## src/rtl/mem_access_sequencer.sv

```systemverilog
// Load/store sequencer between execute and the data memory port: runs one req/ack
// transaction per accepted operation, steering byte lanes and extending load data.
package mem_access_sequencer_pkg;
  typedef enum logic [1:0] {
    MEM_BYTE = 2'd0,
    MEM_HALF = 2'd1,
    MEM_WORD = 2'd2
  } mem_width_t;

  typedef struct packed {
    mem_width_t  width;
    logic        r_sign_extend;
    logic        w_enable;
    logic [31:0] w_value;
  } compute_mem_control_t;

  typedef logic [4:0] rv_reg_t;
endpackage

module mem_access_sequencer
  import mem_access_sequencer_pkg::*;
#(
  parameter int XLEN     = 32,
  parameter int MAX_WAIT = 16
) (
  input  logic                 clk,
  input  logic                 reset,
  input  logic                 issue_valid,
  output logic                 issue_ready,
  input  logic [XLEN-1:0]      issue_addr,
  input  logic                 issue_is_load,
  input  compute_mem_control_t issue_mem,
  input  rv_reg_t              issue_rd,
  output logic                 dmem_req,
  output logic                 dmem_we,
  output logic [XLEN-1:0]      dmem_addr,
  output logic [XLEN-1:0]      dmem_wdata,
  output logic [3:0]           dmem_byte_en,
  input  logic                 dmem_ack,
  input  logic [XLEN-1:0]      dmem_rdata,
  output logic                 wb_valid,
  output rv_reg_t              wb_rd,
  output logic [XLEN-1:0]      wb_value,
  output logic                 stall,
  output logic                 misaligned_fault,
  output logic                 bus_fault
);

  typedef enum logic [1:0] {
    IDLE    = 2'd0,
    BUSY    = 2'd1,
    RESPOND = 2'd2,
    FAULT   = 2'd3
  } state_t;

  localparam logic [7:0] LAST_COUNT = 8'(MAX_WAIT - 1);

  state_t          state_q, state_d;
  logic [1:0]      lane_q, lane_d;
  mem_width_t      width_q, width_d;
  logic            sign_q, sign_d;
  rv_reg_t         rd_q, rd_d;
  logic [7:0]      count_q, count_d;
  logic            dmem_req_q, dmem_req_d;
  logic            dmem_we_q, dmem_we_d;
  logic [XLEN-1:0] dmem_addr_q, dmem_addr_d;
  logic [XLEN-1:0] dmem_wdata_q, dmem_wdata_d;
  logic [3:0]      dmem_byte_en_q, dmem_byte_en_d;
  logic            wb_valid_q, wb_valid_d;
  rv_reg_t         wb_rd_q, wb_rd_d;
  logic [XLEN-1:0] wb_value_q, wb_value_d;
  logic            stall_q, stall_d;
  logic            misaligned_fault_q, misaligned_fault_d;
  logic            bus_fault_q, bus_fault_d;

  logic            accept;
  logic            misaligned;

  function automatic logic [3:0] lane_enables(input mem_width_t width, input logic [1:0] lane);
    case (width)
      MEM_BYTE: lane_enables = 4'b0001 << lane;
      MEM_HALF: lane_enables = 4'b0011 << lane;
      default:  lane_enables = 4'b1111;
    endcase
  endfunction

  function automatic logic [XLEN-1:0] replicate(input mem_width_t width, input logic [XLEN-1:0] value);
    case (width)
      MEM_BYTE: replicate = {4{value[7:0]}};
      MEM_HALF: replicate = {2{value[15:0]}};
      default:  replicate = value;
    endcase
  endfunction

  function automatic logic [XLEN-1:0] extract(input logic [XLEN-1:0] word, input logic [1:0] lane,
                                              input mem_width_t width, input logic sign_ext);
    logic [XLEN-1:0] shifted;
    shifted = word >> {lane, 3'b000};
    case (width)
      MEM_BYTE: extract = {{24{sign_ext & shifted[7]}}, shifted[7:0]};
      MEM_HALF: extract = {{16{sign_ext & shifted[15]}}, shifted[15:0]};
      default:  extract = word;
    endcase
  endfunction

  assign accept = issue_valid && (state_q == IDLE) && (issue_is_load || issue_mem.w_enable);

  // The reserved width encoding is treated as a word access everywhere.
  always_comb begin
    case (issue_mem.width)
      MEM_BYTE: misaligned = 1'b0;
      MEM_HALF: misaligned = issue_addr[0];
      default:  misaligned = (issue_addr[1:0] != 2'b00);
    endcase
  end

  always_comb begin
    state_d            = state_q;
    lane_d             = lane_q;
    width_d            = width_q;
    sign_d             = sign_q;
    rd_d               = rd_q;
    count_d            = count_q;
    dmem_req_d         = dmem_req_q;
    dmem_we_d          = dmem_we_q;
    dmem_addr_d        = dmem_addr_q;
    dmem_wdata_d       = dmem_wdata_q;
    dmem_byte_en_d     = dmem_byte_en_q;
    wb_valid_d         = 1'b0;
    wb_rd_d            = wb_rd_q;
    wb_value_d         = wb_value_q;
    misaligned_fault_d = 1'b0;
    bus_fault_d        = 1'b0;

    case (state_q)
      IDLE: begin
        if (accept) begin
          lane_d  = issue_addr[1:0];
          width_d = issue_mem.width;
          sign_d  = issue_mem.r_sign_extend;
          rd_d    = issue_rd;
          count_d = 8'd0;
          if (misaligned) begin
            state_d            = FAULT;
            misaligned_fault_d = 1'b1;
          end else begin
            state_d        = BUSY;
            dmem_req_d     = 1'b1;
            dmem_we_d      = !issue_is_load;
            dmem_addr_d    = {issue_addr[XLEN-1:2], 2'b00};
            dmem_byte_en_d = lane_enables(issue_mem.width, issue_addr[1:0]);
            dmem_wdata_d   = issue_is_load ? '0 : replicate(issue_mem.width, issue_mem.w_value);
          end
        end
      end
      // An ack in the last allowed cycle wins over the timeout.
      BUSY: begin
        if (dmem_ack) begin
          dmem_req_d = 1'b0;
          if (dmem_we_q) begin
            state_d = IDLE;
          end else begin
            state_d    = RESPOND;
            wb_valid_d = (rd_q != 5'd0);
            wb_rd_d    = rd_q;
            wb_value_d = extract(dmem_rdata, lane_q, width_q, sign_q);
          end
        end else if (count_q == LAST_COUNT) begin
          state_d     = IDLE;
          dmem_req_d  = 1'b0;
          bus_fault_d = 1'b1;
        end else begin
          count_d = count_q + 8'd1;
        end
      end
      RESPOND: state_d = IDLE;
      FAULT:   state_d = IDLE;
      default: state_d = IDLE;
    endcase

    stall_d = (state_d != IDLE);
  end

  always_ff @(posedge clk or posedge reset) begin
    if (reset) begin
      state_q            <= IDLE;
      lane_q             <= 2'b00;
      width_q            <= MEM_BYTE;
      sign_q             <= 1'b0;
      rd_q               <= '0;
      count_q            <= 8'd0;
      dmem_req_q         <= 1'b0;
      dmem_we_q          <= 1'b0;
      dmem_addr_q        <= '0;
      dmem_wdata_q       <= '0;
      dmem_byte_en_q     <= 4'b0000;
      wb_valid_q         <= 1'b0;
      wb_rd_q            <= '0;
      wb_value_q         <= '0;
      stall_q            <= 1'b0;
      misaligned_fault_q <= 1'b0;
      bus_fault_q        <= 1'b0;
    end else begin
      state_q            <= state_d;
      lane_q             <= lane_d;
      width_q            <= width_d;
      sign_q             <= sign_d;
      rd_q               <= rd_d;
      count_q            <= count_d;
      dmem_req_q         <= dmem_req_d;
      dmem_we_q          <= dmem_we_d;
      dmem_addr_q        <= dmem_addr_d;
      dmem_wdata_q       <= dmem_wdata_d;
      dmem_byte_en_q     <= dmem_byte_en_d;
      wb_valid_q         <= wb_valid_d;
      wb_rd_q            <= wb_rd_d;
      wb_value_q         <= wb_value_d;
      stall_q            <= stall_d;
      misaligned_fault_q <= misaligned_fault_d;
      bus_fault_q        <= bus_fault_d;
    end
  end

  assign issue_ready      = (state_q == IDLE);
  assign dmem_req         = dmem_req_q;
  assign dmem_we          = dmem_we_q;
  assign dmem_addr        = dmem_addr_q;
  assign dmem_wdata       = dmem_wdata_q;
  assign dmem_byte_en     = dmem_byte_en_q;
  assign wb_valid         = wb_valid_q;
  assign wb_rd            = wb_rd_q;
  assign wb_value         = wb_value_q;
  assign stall            = stall_q;
  assign misaligned_fault = misaligned_fault_q;
  assign bus_fault        = bus_fault_q;

endmodule

```

## config.mk

```make
export PLATFORM = sky130hd
export DESIGN_NAME = mem_access_sequencer
export DESIGN_NICKNAME = d
export VERILOG_FILES = /design/src/rtl/mem_access_sequencer.sv
export SDC_FILE = /design/constraint.sdc
export NUM_CORES = 1
export LEC_CHECK = 0
export BUFFER_PORTS_ARGS = -buffer_cell sky130_fd_sc_hd__buf_2
export CAP_MARGIN = 20
export CELL_PAD_IN_SITES_DETAIL_PLACEMENT = 0
export CELL_PAD_IN_SITES_GLOBAL_PLACEMENT = 1
export CORE_MARGIN = 2
export CORE_UTILIZATION = 38
export DETAILED_ROUTE_END_ITERATION = 8
export MAX_ROUTING_LAYER = met4
export PLACE_DENSITY_LB_ADDON = 0.1
export SYNTH_ARGS = -nofsm -noshare
export SYNTH_HDL_FRONTEND = slang
export SYNTH_SLANG_ARGS = --single-unit
export TNS_END_PERCENT = 100
```

## constraint.sdc

```tcl
create_clock -name clk -period 4.6 [get_ports clk]
set_input_delay 0.69 -clock clk [delete_from_list [all_inputs] [get_ports clk]]
set_output_delay 0.69 -clock clk [all_outputs]
set_load 0.01 [all_outputs]
```

==> flow_results.org <==
** Logic synthesis
- Primary FF master, synth :: sky130_fd_sc_hd__dfrtp_1
- Sequential elements use 52.1% of the synthesized area.
- The synthesized design spends more area on one cell type than any other, namely sky130_fd_sc_hd__dfrtp_1.
- After technology mapping, the gate count stands at 588.
- Cell with the most instances after synthesis :: sky130_fd_sc_hd__dfrtp_1
- Each instance of the synthesized netlist takes up on average 10.5 µm².
- After synthesis, the share of flip-flops with an asynchronous set or reset is 100%.
- Biggest area contributors in the synthesized netlist :: sky130_fd_sc_hd__dfrtp_1 52%, sky130_fd_sc_hd__mux2_4 7.0%, sky130_fd_sc_hd__mux2i_1 6.0%, sky130_fd_sc_hd__o21ai_0 4.5%, sky130_fd_sc_hd__nand2_1 4.5%
- Number of synthesized flops with an enable pin :: 0
- Register bit total from synthesis :: 129
- Syn. warnings :: 0
- Synth Cell Area :: 6190 µm²
- By count the netlist is led by 129 x sky130_fd_sc_hd__dfrtp_1, 74 x sky130_fd_sc_hd__nand2_1, 56 x sky130_fd_sc_hd__o21ai_0, 40 x sky130_fd_sc_hd__nand3_1, 37 x sky130_fd_sc_hd__mux2i_1.
- Of the post-synthesis cell area, the dominant cell type holds 52.1%.
- Count of different cell masters after synthesis :: 51

** Timing
- The worst path in the final design needs a cycle of 2.97 ns, including I/O delays and setup.
- In the finished design, the share of the clock period the worst path needs comes to 64.5%.
- The hold violation count in the final report was 0.
- For the pin with the worst max-slew slack, the measured transition is 1.07 ns.
- Relative max-transition margin :: 28.9%
- On the final layout, the worst hold slack is 0.465 ns.
- Max-slew violations :: 0
- Setup repair after global routing left no endpoint under its margin.
- Setup skew after layout :: 0.00754 ns
- Endpoints failing setup :: 0
- Derived from the worst setup path, the maximum achievable clock frequency is 0.337 GHz.
- Summed over all failing endpoints, the final setup total negative slack is 0 ns.

** Detailed routing
- Detailed-route vias per instance :: 5.02
- Routed length per placed instance :: 16.9 µm
- The final route contains 5095 vias.
- Initial DRT Pass Iterations :: 4
- Final antenna-violating net count :: 0
- Number of DRC markers after the initial detailed-route iteration :: 322
- The final layout contains routed wiring with a total length of 17200 µm.
- For this run, design rule violations remaining after detail routing come to 0.

** Finish
- Compared with the post-synthesis result, the final layout area differs by 27.8%.
- Final #Nets :: 897
- Fraction of layout cells with a size suffix above 1 :: 37.7%
- Post-route insts no fill :: 1015
- Number of inserted filler cells in the final layout :: 1541
- Multi-input logic area :: 2680 µm²
- Reg area :: 3230 µm²

** Placed design
- The congestion estimate from routability-driven global placement came to 0.810.
- Count of input and output buffers :: 219
- Final HPWL from detailed placement :: 11800 µm
- In this run, placement finished with an instance count of 983.

** Floorplan
- Top-level port count :: 222
- Die boundary height :: 132 µm
- Die area :: 17300 µm²
- Die width :: 132 µm
- The initial utilization of the core area, before any placement, comes to 39.0%.
- The core region is 15900 µm².
- The floorplan has 46 rows.

** CTS
- Number of resized instances in the post-cts repair step :: 0
- After clock tree synthesis, the clock-pin slew on the worst setup and hold paths is 0.06 ns.
- The clock passes through at most 2 buffers.
- Hold Buf Count CTS :: 0
- The H-tree was split into 4 levels.
- The root buffer cell chosen for the clock tree is sky130_fd_sc_hd__clkbuf_16.
- TritonCTS built the clock tree.
- Clock tree synthesis inserted a total of 17 buffers.
- Clock latency on the worst-skew pair, taken at its later pin, is 0.41 ns.
- Setup repair bufs after CTS :: 0
- Clock tree synthesis found a total of 129 sinks.

** Critical path
- Slowest stage delay, CP :: 0.73 ns
- Grouping stages by cell kind, the critical path spends the most delay in simple AND/OR/NAND/NOR gates.
- Category of the most critical setup path :: in2reg
- Worst-path fanout max :: 53
- Cell chain of the critical path :: buf_2, nor2_1, or2_2, nor2_8, mux2_2
- Worst setup SP type :: input pin
- Data on the critical path is required at its endpoint by 4.90 ns.
- The number of buffers and inverters on the critical path is 1.
- STA classifies the critical path endpoint as a flop.
- Slowest cell on the critical path :: sky130_fd_sc_hd__or2_2
- Critical path arrival :: 3.26 ns

** Global route
- Overall track demand over capacity in global routing :: 20.6%
- Antenna violations before repair :: 1
- Wire length of the first global-routing pass :: 27700 µm
- Largest net degree at the start of global routing :: 96
- Grt ovf :: 0
- Number of global-route vias before repair :: 5176

** Pwr
- The design draws 5.06 mW.
- In this run the power density over the cells is 640 nW/µm².
- Static leakage :: 4.04 nW
- IR analysis of the VDD net gives a maximum drop of 0.334 mV.

** Run status
- The run finished with clean final reports.

** Job
- Number of maximum-capacitance constraint violations :: 0

** Hold path
- Hold WC Path Type :: reg2reg
## cell families (layout without fill, tap and decap cells)
logic type / after synthesis / in the layout / share of synthesized area (%)
AOI/OAI and AO/OA: 152 / 152 / 15.1
and+or+nand+nor: 183 / 183 / 14.1
buffers and inverters: 52 / 261 / 4.77
other: 1 / 3 / 0.0606
adders and majority gates: 1 / 1 / 0.202
muxes: 67 / 67 / 13.2
DFF: 129 / 129 / 52.1
xor gates and xnor gates: 3 / 3 / 0.424
## final timing paths
kind,from,slack [ns],end,depth (start not counted)
hold reg to reg,sign_q,0.46,sign_q,2
min in group asynchronous,reset,0.47,dmem_addr[28],2
hold / removal,sign_q,0.46,sign_q,2
setup reg to reg,state_q[1],1.76,dmem_addr[31],4
max in group asynchronous,reset,3.15,wb_rd[2],3
setup / recovery,issue_is_load,1.63,dmem_addr[31],5
## where the power goes
group | internal (mW) | switching [mW] | total (mW)
combinational | 0.860 | 0.983 | 1.84
clock | 0.770 | 0.510 | 1.28
sequential | 1.61 | 0.323 | 1.94
## area by class of cell
type	count	share of cell area [%]
timing repair buffer	226	14.5
clock buffer	19	5.72
sequential	129	40.8
tap	216	3.42
clock inverter	12	1.39
antenna	1	0.0316
multi-input combinational	408	33.9
inverter	4	0.253
## worst min-delay path: cells and delay by family (launching register included)
| kind | cells | cell delay (ns) |
|---|---|---|
| flip-flops | 1 | 0.33 |
| AND/OR/NAND/NOR | 2 | 0.10 |
## registers in the layout (all words and copies together), names as in the netlist
register,flops
count_q,8
state_q,2
dmem_we,1
dmem_wdata,32
width_q,2
dmem_byte_en,4
stall,1
misaligned_fault,1
rd_q,5
lane_q,2
bus_fault,1
dmem_req,1
wb_value,32
wb_rd,5
dmem_addr,30
sign_q,1
wb_valid,1
## stage by stage
step	cell area (µm²)	setup slack (ns)	utilization, %
6_report	7910	1.63	49.8
3_5_place_dp	7350	1.20	46.3
2_1_floorplan	6200	0.469	-
3_3_place_gp	7350	1.29	46.3
5_1_grt	7910	1.46	49.8
4_1_cts	7910	1.64	49.8
## cells in the final DEF, fill, tap and decap left out, drive strengths merged, types with 2 or more instances in the layout
cell      netlist  final
o31ai          25     25
conb            1      2
nand2b         10     10
xor2            2      2
or2             7      7
nand2          74     74
or3b            2      2
o21ai          60     60
a21o           13     13
o211ai          3      3
nor2b           3      3
dfrtp         129    129
a2bb2oi         7      7
a22oi           2      2
a21oi          30     30
mux2i          37     37
nor3b           2      2
nor3            4      4
nor2           31     31
inv             4      6
mux2           30     30
clkinv          0      5
clkbuf         31     19
o22ai           7      7
clkinvlp        0      4
and3            2      2
buf            17    226
nand3          40     40
## metal layers
| layer | GRT usage [%] | up-vias | share of wire, % |
|---|---|---|---|
| met3 | 4.32 | 12 | 5.3 |
| met4 | 6.28 | 0 | 0.85 |
| met5 | - | - | 0 |
| li1 | - | 2465 | - |
| met2 | 31.0 | 173 | 46 |
| met1 | 28.2 | 2445 | 47 |
(Power assumes the default switching activity.)
